==> config.mk <==
export PLATFORM = sky130hd
export DESIGN_NAME = sync_fifo_param
export DESIGN_NICKNAME = d
export VERILOG_FILES = /design/src/rtl/sync_fifo_param.sv
export SDC_FILE = /design/constraint.sdc
export NUM_CORES = 1
export LEC_CHECK = 0
export CORE_UTILIZATION = 35
export CTS_CLUSTER_SIZE = 16
export DETAILED_ROUTE_END_ITERATION = 16
export PLACE_DENSITY_LB_ADDON = 0.25
export REMOVE_ABC_BUFFERS = 1
export SYNTH_ARGS = -nofsm -noshare
export SYNTH_HDL_FRONTEND = slang
export SYNTH_SLANG_ARGS = --single-unit
==> constraint.sdc <==
create_clock -name clk -period 2.6 [get_ports clk]
set_input_delay 0.65 -clock clk [delete_from_list [all_inputs] [get_ports clk]]
set_output_delay 0.65 -clock clk [all_outputs]
set_load 0.05 [all_outputs]
==> src/rtl/sync_fifo_param.sv <==
// -----------------------------------------------------------------------------
// sync_fifo_param
//
// Parametrised single-clock FIFO with an occupancy count, programmable
// almost-full / almost-empty thresholds, a synchronous flush and
// one-cycle overflow / underflow error pulses.
//
// Build option:
//   FIFO_FWFT_EN  - when defined, the FIFO runs in first-word-fall-through
//                   mode: rd_data shows the head word combinationally while
//                   the FIFO is not empty (0 when empty), and rd_en pops it.
//                   When undefined (default), rd_data is a register loaded
//                   on each accepted read (1-cycle read latency) and held
//                   otherwise.
//
// Parameters:
//   WIDTH      data word width in bits (>= 1)
//   DEPTH      number of entries, power of two, >= 4
//   AF_THRESH  almost_full  when count >= AF_THRESH (1..DEPTH)
//   AE_THRESH  almost_empty when count <= AE_THRESH (0..DEPTH-1)
//
// Ports:
//   clk           clock, all logic on the rising edge
//   rst_n         asynchronous active-low reset
//   flush         synchronous clear of pointers, count and rd_data
//   wr_en         write request, accepted when not full
//   wr_data       write data
//   rd_en         read request (pop in FWFT mode), accepted when not empty
//   rd_data       read data
//   full          count == DEPTH
//   empty         count == 0
//   almost_full   count >= AF_THRESH
//   almost_empty  count <= AE_THRESH
//   count         current occupancy, 0..DEPTH
//   overflow      one-cycle pulse after a rejected write
//   underflow     one-cycle pulse after a rejected read
// -----------------------------------------------------------------------------
module sync_fifo_param #(
  parameter int WIDTH     = 8,
  parameter int DEPTH     = 16,
  parameter int AF_THRESH = DEPTH - 2,
  parameter int AE_THRESH = 2
) (
  input  logic                     clk,
  input  logic                     rst_n,
  input  logic                     flush,
  input  logic                     wr_en,
  input  logic [WIDTH-1:0]         wr_data,
  input  logic                     rd_en,
  output logic [WIDTH-1:0]         rd_data,
  output logic                     full,
  output logic                     empty,
  output logic                     almost_full,
  output logic                     almost_empty,
  output logic [$clog2(DEPTH):0]   count,
  output logic                     overflow,
  output logic                     underflow
);

  localparam int AW = $clog2(DEPTH);
  localparam int CW = AW + 1;

  // Storage. Deliberately not reset so it can map onto RAM resources;
  // the pointers and count alone define which entries are live.
  logic [WIDTH-1:0] mem [DEPTH];

  logic [AW-1:0] wr_ptr_q, wr_ptr_d;
  logic [AW-1:0] rd_ptr_q, rd_ptr_d;
  logic [CW-1:0] count_q,  count_d;
  logic          overflow_q,  overflow_d;
  logic          underflow_q, underflow_d;

  logic wr_accept;
  logic rd_accept;

  // ---------------------------------------------------------------------------
  // Status flags, decoded straight from the count register so they follow
  // the accepting edge with no additional latency.
  // ---------------------------------------------------------------------------
  always_comb begin
    full         = (count_q == CW'(DEPTH));
    empty        = (count_q == '0);
    almost_full  = (count_q >= CW'(AF_THRESH));
    almost_empty = (count_q <= CW'(AE_THRESH));
  end

  // flush wins over both requests: nothing is accepted on a flush edge.
  // A write against a full FIFO is refused even if a read frees a slot on
  // the same edge; this keeps the full flag a pure function of the count.
  always_comb begin
    wr_accept = wr_en && !full  && !flush;
    rd_accept = rd_en && !empty && !flush;
  end

  // ---------------------------------------------------------------------------
  // Pointer, count and error-pulse next-state logic.
  // ---------------------------------------------------------------------------
  always_comb begin
    wr_ptr_d    = wr_ptr_q;
    rd_ptr_d    = rd_ptr_q;
    count_d     = count_q;
    overflow_d  = 1'b0;
    underflow_d = 1'b0;

    if (flush) begin
      wr_ptr_d = '0;
      rd_ptr_d = '0;
      count_d  = '0;
    end else begin
      // Pointers are exactly AW bits wide, so DEPTH-1 -> 0 wraps for free.
      if (wr_accept) begin
        wr_ptr_d = wr_ptr_q + 1'b1;
      end
      if (rd_accept) begin
        rd_ptr_d = rd_ptr_q + 1'b1;
      end

      unique case ({wr_accept, rd_accept})
        2'b10:   count_d = count_q + 1'b1;
        2'b01:   count_d = count_q - 1'b1;
        default: count_d = count_q;
      endcase

      // Errors are judged against the flags at the edge; a full FIFO with
      // a concurrent read still reports the refused write.
      overflow_d  = wr_en && full;
      underflow_d = rd_en && empty;
    end
  end

  always_ff @(posedge clk or negedge rst_n) begin
    if (!rst_n) begin
      wr_ptr_q    <= '0;
      rd_ptr_q    <= '0;
      count_q     <= '0;
      overflow_q  <= 1'b0;
      underflow_q <= 1'b0;
    end else begin
      wr_ptr_q    <= wr_ptr_d;
      rd_ptr_q    <= rd_ptr_d;
      count_q     <= count_d;
      overflow_q  <= overflow_d;
      underflow_q <= underflow_d;
    end
  end

  // Memory write port, no reset on the array.
  always_ff @(posedge clk) begin
    if (wr_accept) begin
      mem[wr_ptr_q] <= wr_data;
    end
  end

  // ---------------------------------------------------------------------------
  // Read data path.
  // ---------------------------------------------------------------------------
`ifdef FIFO_FWFT_EN
  // Head word falls through; forcing 0 when empty hides stale entries.
  always_comb begin
    rd_data = empty ? '0 : mem[rd_ptr_q];
  end
`else
  logic [WIDTH-1:0] rd_data_q, rd_data_d;

  // Loaded only on an accepted read, so a write into an empty FIFO is
  // not bypassed and rd_data holds between reads.
  always_comb begin
    rd_data_d = rd_data_q;
    if (flush) begin
      rd_data_d = '0;
    end else if (rd_accept) begin
      rd_data_d = mem[rd_ptr_q];
    end
  end

  always_ff @(posedge clk or negedge rst_n) begin
    if (!rst_n) begin
      rd_data_q <= '0;
    end else begin
      rd_data_q <= rd_data_d;
    end
  end

  always_comb begin
    rd_data = rd_data_q;
  end
`endif

  always_comb begin
    count     = count_q;
    overflow  = overflow_q;
    underflow = underflow_q;
  end

endmodule

### Word-level counts from Yosys, hierarchy flattened

Memories as Yosys holds them, arrays and structs flattened.
Index checks and enable logic that the tools add are counted.

| operators by class | value |
|---|---|
| reduce and logical (&&, ||, !) cells | 13 |
| multiplexer cells | 12 |
| multiply operators | 0 |
| div/mod/pow operators | 0 |
| shift operators | 0 |
| equal/unequal tests | 3 |
| magnitude comparators | 2 |
| add/subtract/negate cells | 4 |
| bitwise operators | 0 |

Operators with widths:

| kind | count |
|---|---|
| $mux 4 | 4 |
| $mux 8 | 2 |
| $pmux 5 s2 | 1 |
| $add 4x1->4 const B | 2 |
| $logic_and 1x1->1 | 6 |
| $add 5x1->5 const B | 1 |
| $eq 5x5->1 const B | 1 |
| $ge 5x4->1 const B | 1 |
| $le 5x2->1 const B | 1 |
| $logic_not 5->1 | 1 |
| $mux 5 | 1 |
| $sub 5x1->5 const B | 1 |
| $mux 1 | 4 |
| $reduce_bool 2->1 | 2 |
| $logic_not 1->1 | 3 |
| $reduce_bool 3->1 | 1 |
| $eq 2x1->1 const B | 1 |
| $eq 2x2->1 const B | 1 |

| word-level totals | value |
|---|---|
| output and inout bits | 19 |
| input port bits | 13 |
| latch bits | 0 |
| memories kept | 1 |
| bits in writable memories | 128 |
| ROM bits | 0 |
| bits in registers | 23 |

Memory list:

| name | words | bits a word | read ports | clocked after memory_dff | write ports | RTL line | RTL |
|---|---|---|---|---|---|---|---|
| mem | 16 | 8 | 1 | 0 | 1 | 65 | `logic [WIDTH-1:0] mem [DEPTH];` |

### Logic depth before layout (Yosys ltp)

Gate-level depths: netlist (run 1).

| depth | value |
|---|---|
| depth in word-level cells | 7 |
| mapped depth | 10 |
| mapped depth without buffers | 9 |

### Worst setup path after synthesis (run 1)

OpenSTA, ideal clock, no wires.

| timing path | value |
|---|---|
| path kind | register to output |
| from | register count_q[2] (netlist: count[2]) |
| to | output almost_empty |
| stages on the path, launching flop included | 3 |
| slack | -1.347 ns |
| path buffers | 1 |
| data required time | 1.950 ns |
| arrival time | 3.297 ns |
| path through | dfrtp_1 > clkbuf_1 > a2111oi_0 |

| on the way | value |
|---|---|
| cells in the longest elaborated chain, start to end | 1 |

Ends and longest elaborated chain:

| item | RTL line | RTL |
|---|---|---|
| start: declaration | 69 | `logic [CW-1:0] count_q, count_d;` |
| start signal: assignment | 141 | `count_q <= count_d;` |
| $le 5x2->1 | 84 | `almost_empty = (count_q <= CW'(AE_THRESH));` |
| end: declaration | 54 | `output logic almost_empty,` |

Every way passes these cells.

### Final worst setup path (run 1)

| timing path | value |
|---|---|
| from | register count_q[4] (netlist: count[4]) |
| to | output count[4] |

RTL lines:

| item | RTL line | RTL |
|---|---|---|
| end: declaration | 55 | `output logic [$clog2(DEPTH):0] count,` |

No word-level cell between the ends.

==> reports/qor.tcl, run 1 <==
set qor(run_status) {finished clean}
set qor(clock_sinks) 151
set qor(die_h_microns) 135
set qor(hold_path_startpoint) {rd_data[0]$_DFFE_PN0P_}
set qor(layout_cell_share_with_drive_strength_beyond_1_pct) 27.8
set qor(n_antenna_cell) 0
set qor(drc) 0
set qor(number_of_cells_traversed_by_the_worst_register_to_register_path) 10
set qor(placeableCoreArea_sq_um) 17300
set qor(kind_of_path_behind_the_tightest_hold_check) {flip-flop to flip-flop}
set qor(finalHoldViolCount) 0
set qor(final_antenna_net_count) 0
set qor(required_ns) 1.95
set qor(drtIter0Drc) 200
set qor(cp_cell_sequence) {clkdlybuf4s50_1}
set qor(post_synth_instance_area_sq_um) 6190
set qor(wl_met1_microns) 5630
set qor(routabilityCongestion) 0.762
set qor(maxSlewHeadroom_pct) 47.3
set qor(r2r-end) {count[4]$_DFFE_PN0P_}
set qor(min_delay_path_depth) 1
set qor(drt-pass1-iter-count) 5
set qor(synth_cell_types) 39
set qor(hold_fix_buffer_count_after_cts) 0
set qor(timing.max_cap.violations) 0
set qor(maxSlewViolCount) 0
set qor(cellLeakagePower_nw) 2.63
set qor(rows) 48
set qor(io_buffers) 31
set qor(grt_remaining_overflow) 0
set qor(worstPathMaxFanout) 11
set qor(post_drt_wl_per_cell_microns) 19.1
set qor(clock_latency_ns) 0.41
set qor(clockBufferDepth) 2
set qor(grt_pass1_wl_microns) 19400
set qor(totalPowerFinal_w) 0.00755
set qor(ir_worst_vdd_mv) 0.486
set qor(grt.total_usage_pct) 15.1
set qor(worst-r2r-setup-slack_ns) 0.16
set qor(period_share_pct) 95.7
set qor(setup.worst_path.start_class) {flip-flop}
set qor(cp-end-kind) {output port}
set qor(fmax_mhz) 402
set qor(powerDensity_nw_per_um2) 986
set qor(worstPathBufferInverterCount) 1
set qor(dp_hpwl_microns) 7960
set qor(number_of_synthesized_register_bits) 151
set qor(vias_per_cell) 4.96
set qor(uppermost_layer_routed) {met4}
set qor(die_area_sq_um) 18200
set qor(cts_root_buf) {sky130_fd_sc_hd__clkbuf_16}
set qor(nets) 438
set qor(detailroute.wirelength.met3_microns) 298
set qor(dieWidth_microns) 135
set qor(final_period_minus_worst_setup_slack_ns) 2.49
set qor(path_clk_slew_ns) 0.06
set qor(hold-path-endpoint) {rd_data[0]$_DFFE_PN0P_}
set qor(fin_util_pct) 44.2
set qor(timing_worst_setup_path_type) {flip-flop to output port}
set qor(cts.htree.levels) 4
set qor(seq_area_frac_synth_pct) 71.3
set qor(fillCellCount) 1539
set qor(tritoncts_clock_tree) {built}
set qor(critPathMaxStageDelay_ns) 0.88
set qor(mean_instance_size_in_the_synthesized_netlist_sq_um) 18.0
set qor(grt_start_max_net_pins) 25
set qor(number_of_flops_mapped_to_enable_cells_by_yosys) 128
set qor(cp.arrival_ns) 1.84
set qor(first_global_vias) 3365
set qor(initial_standard_cell_utilization_of_the_core_pct) 35.8
set qor(area.growth.synth_to_final_pct) 23.5
set qor(route.final.wire_length_microns) 12600
set qor(critPathTopFamily) {buffers and inverters}
set qor(asyncSetResetFlopFracSynth_pct) 15.2
set qor(numCtsBuffers) 17
set qor(dominantRegCellSynth) {sky130_fd_sc_hd__edfxtp_1}
set qor(unrepaired_setup_endpoints_after_global_routing) {false}
set qor(critical_path.reg2reg.startpoint) {count[1]$_DFFE_PN0P_}
set qor(synthesis.instances) 345
set qor(worst_clock_skew_on_the_final_layout_ns) 0.00938
set qor(worst_pin_slew_ns) 0.787
set qor(synth-warning-count) 0
set qor(critical-path-slowest-cell) {sky130_fd_sc_hd__clkdlybuf4s50_1}
set qor(route.vias.total) 3253
set qor(met2_length_microns) 6500
set qor(grt_antenna_before_repair) 0
set qor(io-pin-count) 32
set qor(timing.final.setup_violations) 0
## area by class of cell
cell class                      instances  area (sq um)  area share [%]
Clock buffer                           22           454            5.94
Clock inverter                         10           123            1.60
Inverter                                5          18.8           0.245
Multi-Input combinational cell        170          1690            22.0
Sequential cell                       151          4420            57.8
Tap cell                              225           282            3.68
Timing Repair Buffer                   73           669            8.75
## cell usage in the layout, fill, tap and decap left out, types with 3 or more instances in the layout
| cell | n |
|---|---|
| sky130_fd_sc_hd__nor2b_1 | 10 |
| sky130_fd_sc_hd__nand2b_1 | 5 |
| sky130_fd_sc_hd__buf_4 | 41 |
| sky130_fd_sc_hd__inv_1 | 4 |
| sky130_fd_sc_hd__dfrtp_1 | 22 |
| sky130_fd_sc_hd__nor2_1 | 28 |
| sky130_fd_sc_hd__clkdlybuf4s50_1 | 24 |
| sky130_fd_sc_hd__a22o_1 | 9 |
| sky130_fd_sc_hd__dlymetal6s2s_1 | 3 |
| sky130_fd_sc_hd__xnor2_1 | 3 |
| sky130_fd_sc_hd__xor2_1 | 6 |
| sky130_fd_sc_hd__a21oi_1 | 9 |
| sky130_fd_sc_hd__nand2_1 | 13 |
| sky130_fd_sc_hd__a211oi_1 | 8 |
| sky130_fd_sc_hd__clkbuf_16 | 17 |
| sky130_fd_sc_hd__nor3_1 | 4 |
| sky130_fd_sc_hd__mux2i_1 | 10 |
| sky130_fd_sc_hd__clkbuf_1 | 4 |
| sky130_fd_sc_hd__mux4_2 | 32 |
| sky130_fd_sc_hd__edfxtp_1 | 128 |
| sky130_fd_sc_hd__ha_1 | 6 |
| sky130_fd_sc_hd__buf_12 | 3 |
## worst max path at each step
stage,startpoint,to,slack (ns),cells past startpoint
4_1_cts,count[2]$_DFFE_PN0P_,empty,0.03,5
3_5_place_dp,rd_en,count[4]$_DFFE_PN0P_,-0.48,9
3_3_place_gp,rd_en,count[4]$_DFFE_PN0P_,-0.46,9
5_1_grt,count[1]$_DFFE_PN0P_,count[4]$_DFFE_PN0P_,0.02,10
2_1_floorplan,count[0]$_DFFE_PN0P_,almost_empty,-1.25,1
6_report,count[4]$_DFFE_PN0P_,count[4],0.11,1
## through the flow
step	std cells	setup TNS, ns	hold slack [ns]	instance area (sq um)	setup WS (ns)
2_1_floorplan	326	-2.99	0.354	6110	-1.25
3_3_place_gp	617	-0.793	0.491	6990	-0.463
3_5_place_dp	617	-1.17	0.492	6990	-0.477
4_1_cts	650	0	0.510	7580	0.0281
5_1_grt	656	0	0.523	7650	0.0224
6_report	656	0	0.509	7650	0.111
## synthesized netlist by cell type, types with 2 or more instances
cell type / instances / area, sq um
sky130_fd_sc_hd__o21ai_0: 2 / 10.0
sky130_fd_sc_hd__ha_1: 7 / 87.6
sky130_fd_sc_hd__edfxtp_1: 128 / 3840
sky130_fd_sc_hd__nand2_1: 13 / 48.8
sky130_fd_sc_hd__nor4_1: 2 / 12.5
sky130_fd_sc_hd__clkbuf_1: 8 / 30.0
sky130_fd_sc_hd__mux2_2: 2 / 22.5
sky130_fd_sc_hd__inv_1: 5 / 18.8
sky130_fd_sc_hd__a221o_1: 2 / 20.0
sky130_fd_sc_hd__a211oi_1: 8 / 60.1
sky130_fd_sc_hd__mux2i_1: 10 / 100
sky130_fd_sc_hd__a31o_2: 2 / 17.5
sky130_fd_sc_hd__nand3_1: 2 / 10.0
sky130_fd_sc_hd__dfrtp_1: 23 / 576
sky130_fd_sc_hd__xor2_1: 6 / 52.6
sky130_fd_sc_hd__a22o_1: 9 / 78.8
sky130_fd_sc_hd__a21oi_1: 10 / 50.1
sky130_fd_sc_hd__nand2b_1: 5 / 31.3
sky130_fd_sc_hd__buf_2: 5 / 25.0
sky130_fd_sc_hd__mux4_2: 32 / 721
sky130_fd_sc_hd__nor2b_1: 10 / 62.6
sky130_fd_sc_hd__xnor2_1: 3 / 26.3
sky130_fd_sc_hd__buf_1: 3 / 11.3
sky130_fd_sc_hd__nor2_1: 28 / 105
sky130_fd_sc_hd__buf_4: 3 / 22.5
sky130_fd_sc_hd__nor3_1: 4 / 20.0
## state kept, by name, summed over array words and instances (netlist names)
signal and count:
wr_ptr_q 4, overflow 1, rd_ptr_q 4, mem 128, underflow 1, count 5
rd_data 8
## layer usage
metal / GRT usage (%) / vias to the layer above
met3: 3.30 / 10
met2: 24.5 / 44
met5: 0 / -
met1: 19.6 / 1693
met4: 6.24 / 0
li1: - / 1506
## logic make-up (layout without fill, tap and decap cells)
group | Yosys count | in the layout | share of synthesized area, %
XOR/XNOR | 9 | 9 | 1.27
multiplexers | 45 | 45 | 14.0
AND/OR/NAND/NOR | 71 | 71 | 5.72
flip-flops | 151 | 151 | 71.3
AO/OA/AOI/OAI | 38 | 38 | 4.54
buffers and inverters | 24 | 110 | 1.74
adder cells (fa/ha/maj) | 7 | 7 | 1.41
## timing repair
| action | 4_1_cts | 5_1_grt |
|---|---|---|
| setup buffers | 1 | 6 |
| endpoints found under the setup margin | 3 | 2 |
| gates resized for setup | 3 | 9 |
| pin swaps | 1 | 5 |
## power breakdown
group          switching, W  internal, W  leakage (nW)  total (W)
clock network      0.000932      0.00145         0.277    0.00238
logic               0.00124      0.00108         0.894    0.00231
registers         0.0000991      0.00275          1.46    0.00285
total               0.00227      0.00528          2.63    0.00755
Note: power is estimated with default switching activity, not from simulation.
==> run 2: changes to the inputs <==
Settings changed: PLACE_DENSITY set to 0.61, PLACE_DENSITY_LB_ADDON 0.25 to not set.
==> run 2 against run 1 <==
  * Sequential share of layout area grew 0.066 points
  * Non-clock buffer count shrank 3
  * Die area is the same
  * Largest cell class unchanged
  * Cell count shrank 0.46%
  * Largest power group unchanged
  * First-iteration DRC count grew 27%
  * Clock power grew 2%
  * Worst setup slack lost 0.016 ns
  * Clock skew is essentially flat
  * Cell area shrank 0.11%
  * Critical endpoint is now empty
  * Utilization shrank 0.051 points
  * Highest routed layer unchanged
  * Worst hold slack gained 0.0023 ns
  * Global-route usage shrank 0.98 points
==> reports/qor.tcl, run 2 (synthesis results as in run 1) <==
set qor(fillCellCount) 1534 ;# -0.32%
set qor(required_ns) 1.95 ;# about the same
set qor(multi_input_comb_area_sq_um) 1690 ;# +0.45%
set qor(clockBufferDepth) 2 ;# unchanged
set qor(layout_cell_share_with_drive_strength_beyond_1_pct) 27.1 ;# -0.74 points
set qor(detailroute.wirelength.met3_microns) 308 ;# +3.4%
set qor(initial_standard_cell_utilization_of_the_core_pct) 35.8 ;# unchanged
set qor(dieWidth_microns) 135 ;# unchanged
set qor(maxSlewViolCount) 0 ;# unchanged
set qor(worstPathBufferInverterCount) 3 ;# +2
set qor(grt_start_max_net_pins) 33 ;# +32%
set qor(grt_antenna_before_repair) 0 ;# unchanged
set qor(timing.final.setup_violations) 0 ;# unchanged
set qor(cp.arrival_ns) 1.85 ;# about the same
set qor(clock_latency_ns) 0.41 ;# about the same
set qor(route.vias.total) 3211 ;# -1.3%
set qor(fin_util_pct) 44.2 ;# -0.051 points
set qor(drt-pass1-iter-count) 4 ;# -1
set qor(regArea_sq_um) 4420 ;# unchanged
set qor(final_period_minus_worst_setup_slack_ns) 2.50 ;# +0.0156 ns
set qor(io-pin-count) 32 ;# unchanged
set qor(largest_register_ff_count) 128 ;# unchanged
set qor(critPathTopFamily) {simple AND/OR/NAND/NOR gates}
set qor(max_flop_register) {mem}
set qor(timing.max_cap.violations) 0 ;# unchanged
set qor(timing.hold.ws_ns) 0.511 ;# +0.00235 ns
set qor(hold_fix_buffer_count_after_cts) 0 ;# unchanged
set qor(worstPathMaxFanout) 6 ;# -5
set qor(r2r-end) {count[4]$_DFFE_PN0P_}
set qor(kind_of_path_behind_the_tightest_hold_check) {flip-flop to flip-flop}
set qor(rows) 48 ;# unchanged
set qor(placed_cells) 617 ;# unchanged
set qor(most-common-layout-cells) {sky130_fd_sc_hd__edfxtp_1 (128), sky130_fd_sc_hd__buf_4 (38), sky130_fd_sc_hd__mux4_2 (32)}
set qor(run_status) {finished clean}
set qor(grt_pass1_wl_microns) 18800 ;# -3.2%
set qor(first_global_vias) 3334 ;# -0.92%
set qor(area.growth.synth_to_final_pct) 23.4
set qor(cts_root_buf) {sky130_fd_sc_hd__clkbuf_16}
set qor(io_buffers) 31 ;# unchanged
set qor(die_area_sq_um) 18200 ;# unchanged
set qor(grt_remaining_overflow) 0 ;# unchanged
set qor(clock_sinks) 151 ;# unchanged
set qor(vias_per_cell) 4.92 ;# -0.84%
set qor(route.final.wire_length_microns) 11900 ;# -5.3%
set qor(period_share_pct) 96.3 ;# +0.60 points
set qor(drc) 0 ;# unchanged
set qor(maxSlewHeadroom_pct) 51.4 ;# +4.1 points
set qor(worst-r2r-setup-slack_ns) 0.12 ;# -0.04 ns
set qor(uppermost_layer_routed) {met4}
set qor(cp-end-kind) {output port}
set qor(worstSetupStartpoint) {count[2]$_DFFE_PN0P_}
set qor(die_h_microns) 135 ;# unchanged
set qor(n_antenna_cell) 0 ;# unchanged
set qor(path_clk_slew_ns) 0.06 ;# about the same
set qor(finalHoldViolCount) 0 ;# unchanged
set qor(grt.total_usage_pct) 14.1 ;# -0.98 points
set qor(worstSetupEndpoint) {empty}
set qor(cts.htree.levels) 4 ;# unchanged
set qor(dp_hpwl_microns) 7800 ;# -1.9%
set qor(met2_length_microns) 5960 ;# -8.3%
set qor(cp_cell_sequence) {nor4_4 > buf_4 > or2b_4 > inv_2 > buf_12}
set qor(setup.worst_path.start_class) {flip-flop}
set qor(timing_worst_setup_path_type) {flip-flop to output port}
set qor(worst_clock_skew_on_the_final_layout_ns) 0.00973 ;# +0.000348 ns
set qor(tritoncts_clock_tree) {built}
set qor(critical-path-slowest-cell) {sky130_fd_sc_hd__dfrtp_1}
set qor(worst_pin_slew_ns) 0.726 ;# -0.0607 ns
set qor(routabilityCongestion) 0.733 ;# -3.8%
set qor(nets) 435 ;# -0.68%
set qor(critical_path.reg2reg.startpoint) {count[2]$_DFFE_PN0P_}
set qor(ir_worst_vdd_mv) 0.412 ;# -15%
set qor(critPathMaxStageDelay_ns) 0.40 ;# -0.48 ns
set qor(unrepaired_setup_endpoints_after_global_routing) {false}
set qor(cellLeakagePower_nw) 2.62 ;# -0.65%
set qor(numCtsBuffers) 17 ;# unchanged
set qor(wl_met1_microns) 5460 ;# -3.0%
set qor(powerDensity_nw_per_um2) 991 ;# +0.50%
set qor(fmax_mhz) 399 ;# -0.62%
set qor(final_antenna_net_count) 0 ;# unchanged
set qor(final-instance-count-excl-fill) 653 ;# -0.46%
set qor(placeableCoreArea_sq_um) 17300 ;# unchanged
set qor(crit_cells) 5 ;# +4
set qor(post_drt_wl_per_cell_microns) 18.2 ;# -4.9%
set qor(drtIter0Drc) 253 ;# +27%
set qor(number_of_cells_traversed_by_the_worst_register_to_register_path) 9 ;# -1
set qor(layout_commonest_cell) {sky130_fd_sc_hd__edfxtp_1}
==> run 2: worst min path at each step <==
stage	from	depth (start not counted)	endpoint
floorplan	rst_n	0	count[0]$_DFFE_PN0P_
global placement	rd_data[0]$_DFFE_PN0P_	1	rd_data[0]$_DFFE_PN0P_
detailed placement	rd_data[3]$_DFFE_PN0P_	1	rd_data[3]$_DFFE_PN0P_
CTS	rd_data[3]$_DFFE_PN0P_	1	rd_data[3]$_DFFE_PN0P_
global route	rd_data[1]$_DFFE_PN0P_	1	rd_data[1]$_DFFE_PN0P_
finish	rd_data[3]$_DFFE_PN0P_	1	rd_data[3]$_DFFE_PN0P_
==> run 2: final cells by class <==
type	count	share of cell area (%)
clock buffer	24	6.04
clock inverter	8	1.64
inverter	5	0.246
multi-input combinational	170	22.1
sequential	151	57.8
tap	225	3.68
timing repair buffer	70	8.41
==> run 2: through the flow <==
| step | area [sq um] | total power (W) | setup WS [ns] | TNS, ns |
|---|---|---|---|---|
| floorplan | 6110 | 0.00435 | -1.25 | -2.99 |
| global placement | 6990 | 0.00509 | -0.413 | -1.06 |
| detailed placement | 6990 | 0.00513 | -0.490 | -1.65 |
| CTS | 7590 | 0.00758 | 0.00426 | 0 |
| global route | 7640 | 0.00790 | 0.0102 | 0 |
| finish | 7640 | 0.00758 | 0.0955 | 0 |
==> run 2: per-layer routing <==
layer	vias up	track usage, %
li1	1500	-
met1	1644	18.3
met2	55	23.0
met3	12	3.15
met4	0	5.49
met5	-	0
==> run 2: repair_timing <==
action	in CTS	in global routing
gates resized for setup	3	9
endpoints found under the setup margin	3	2
pin swaps	1	2
buffers inserted	1	3
==> run 2: where the power goes <==
group          switching, W  total, W  internal, W
clock              0.000900   0.00243      0.00153
combinational       0.00122   0.00228      0.00106
sequential         0.000108   0.00286      0.00275
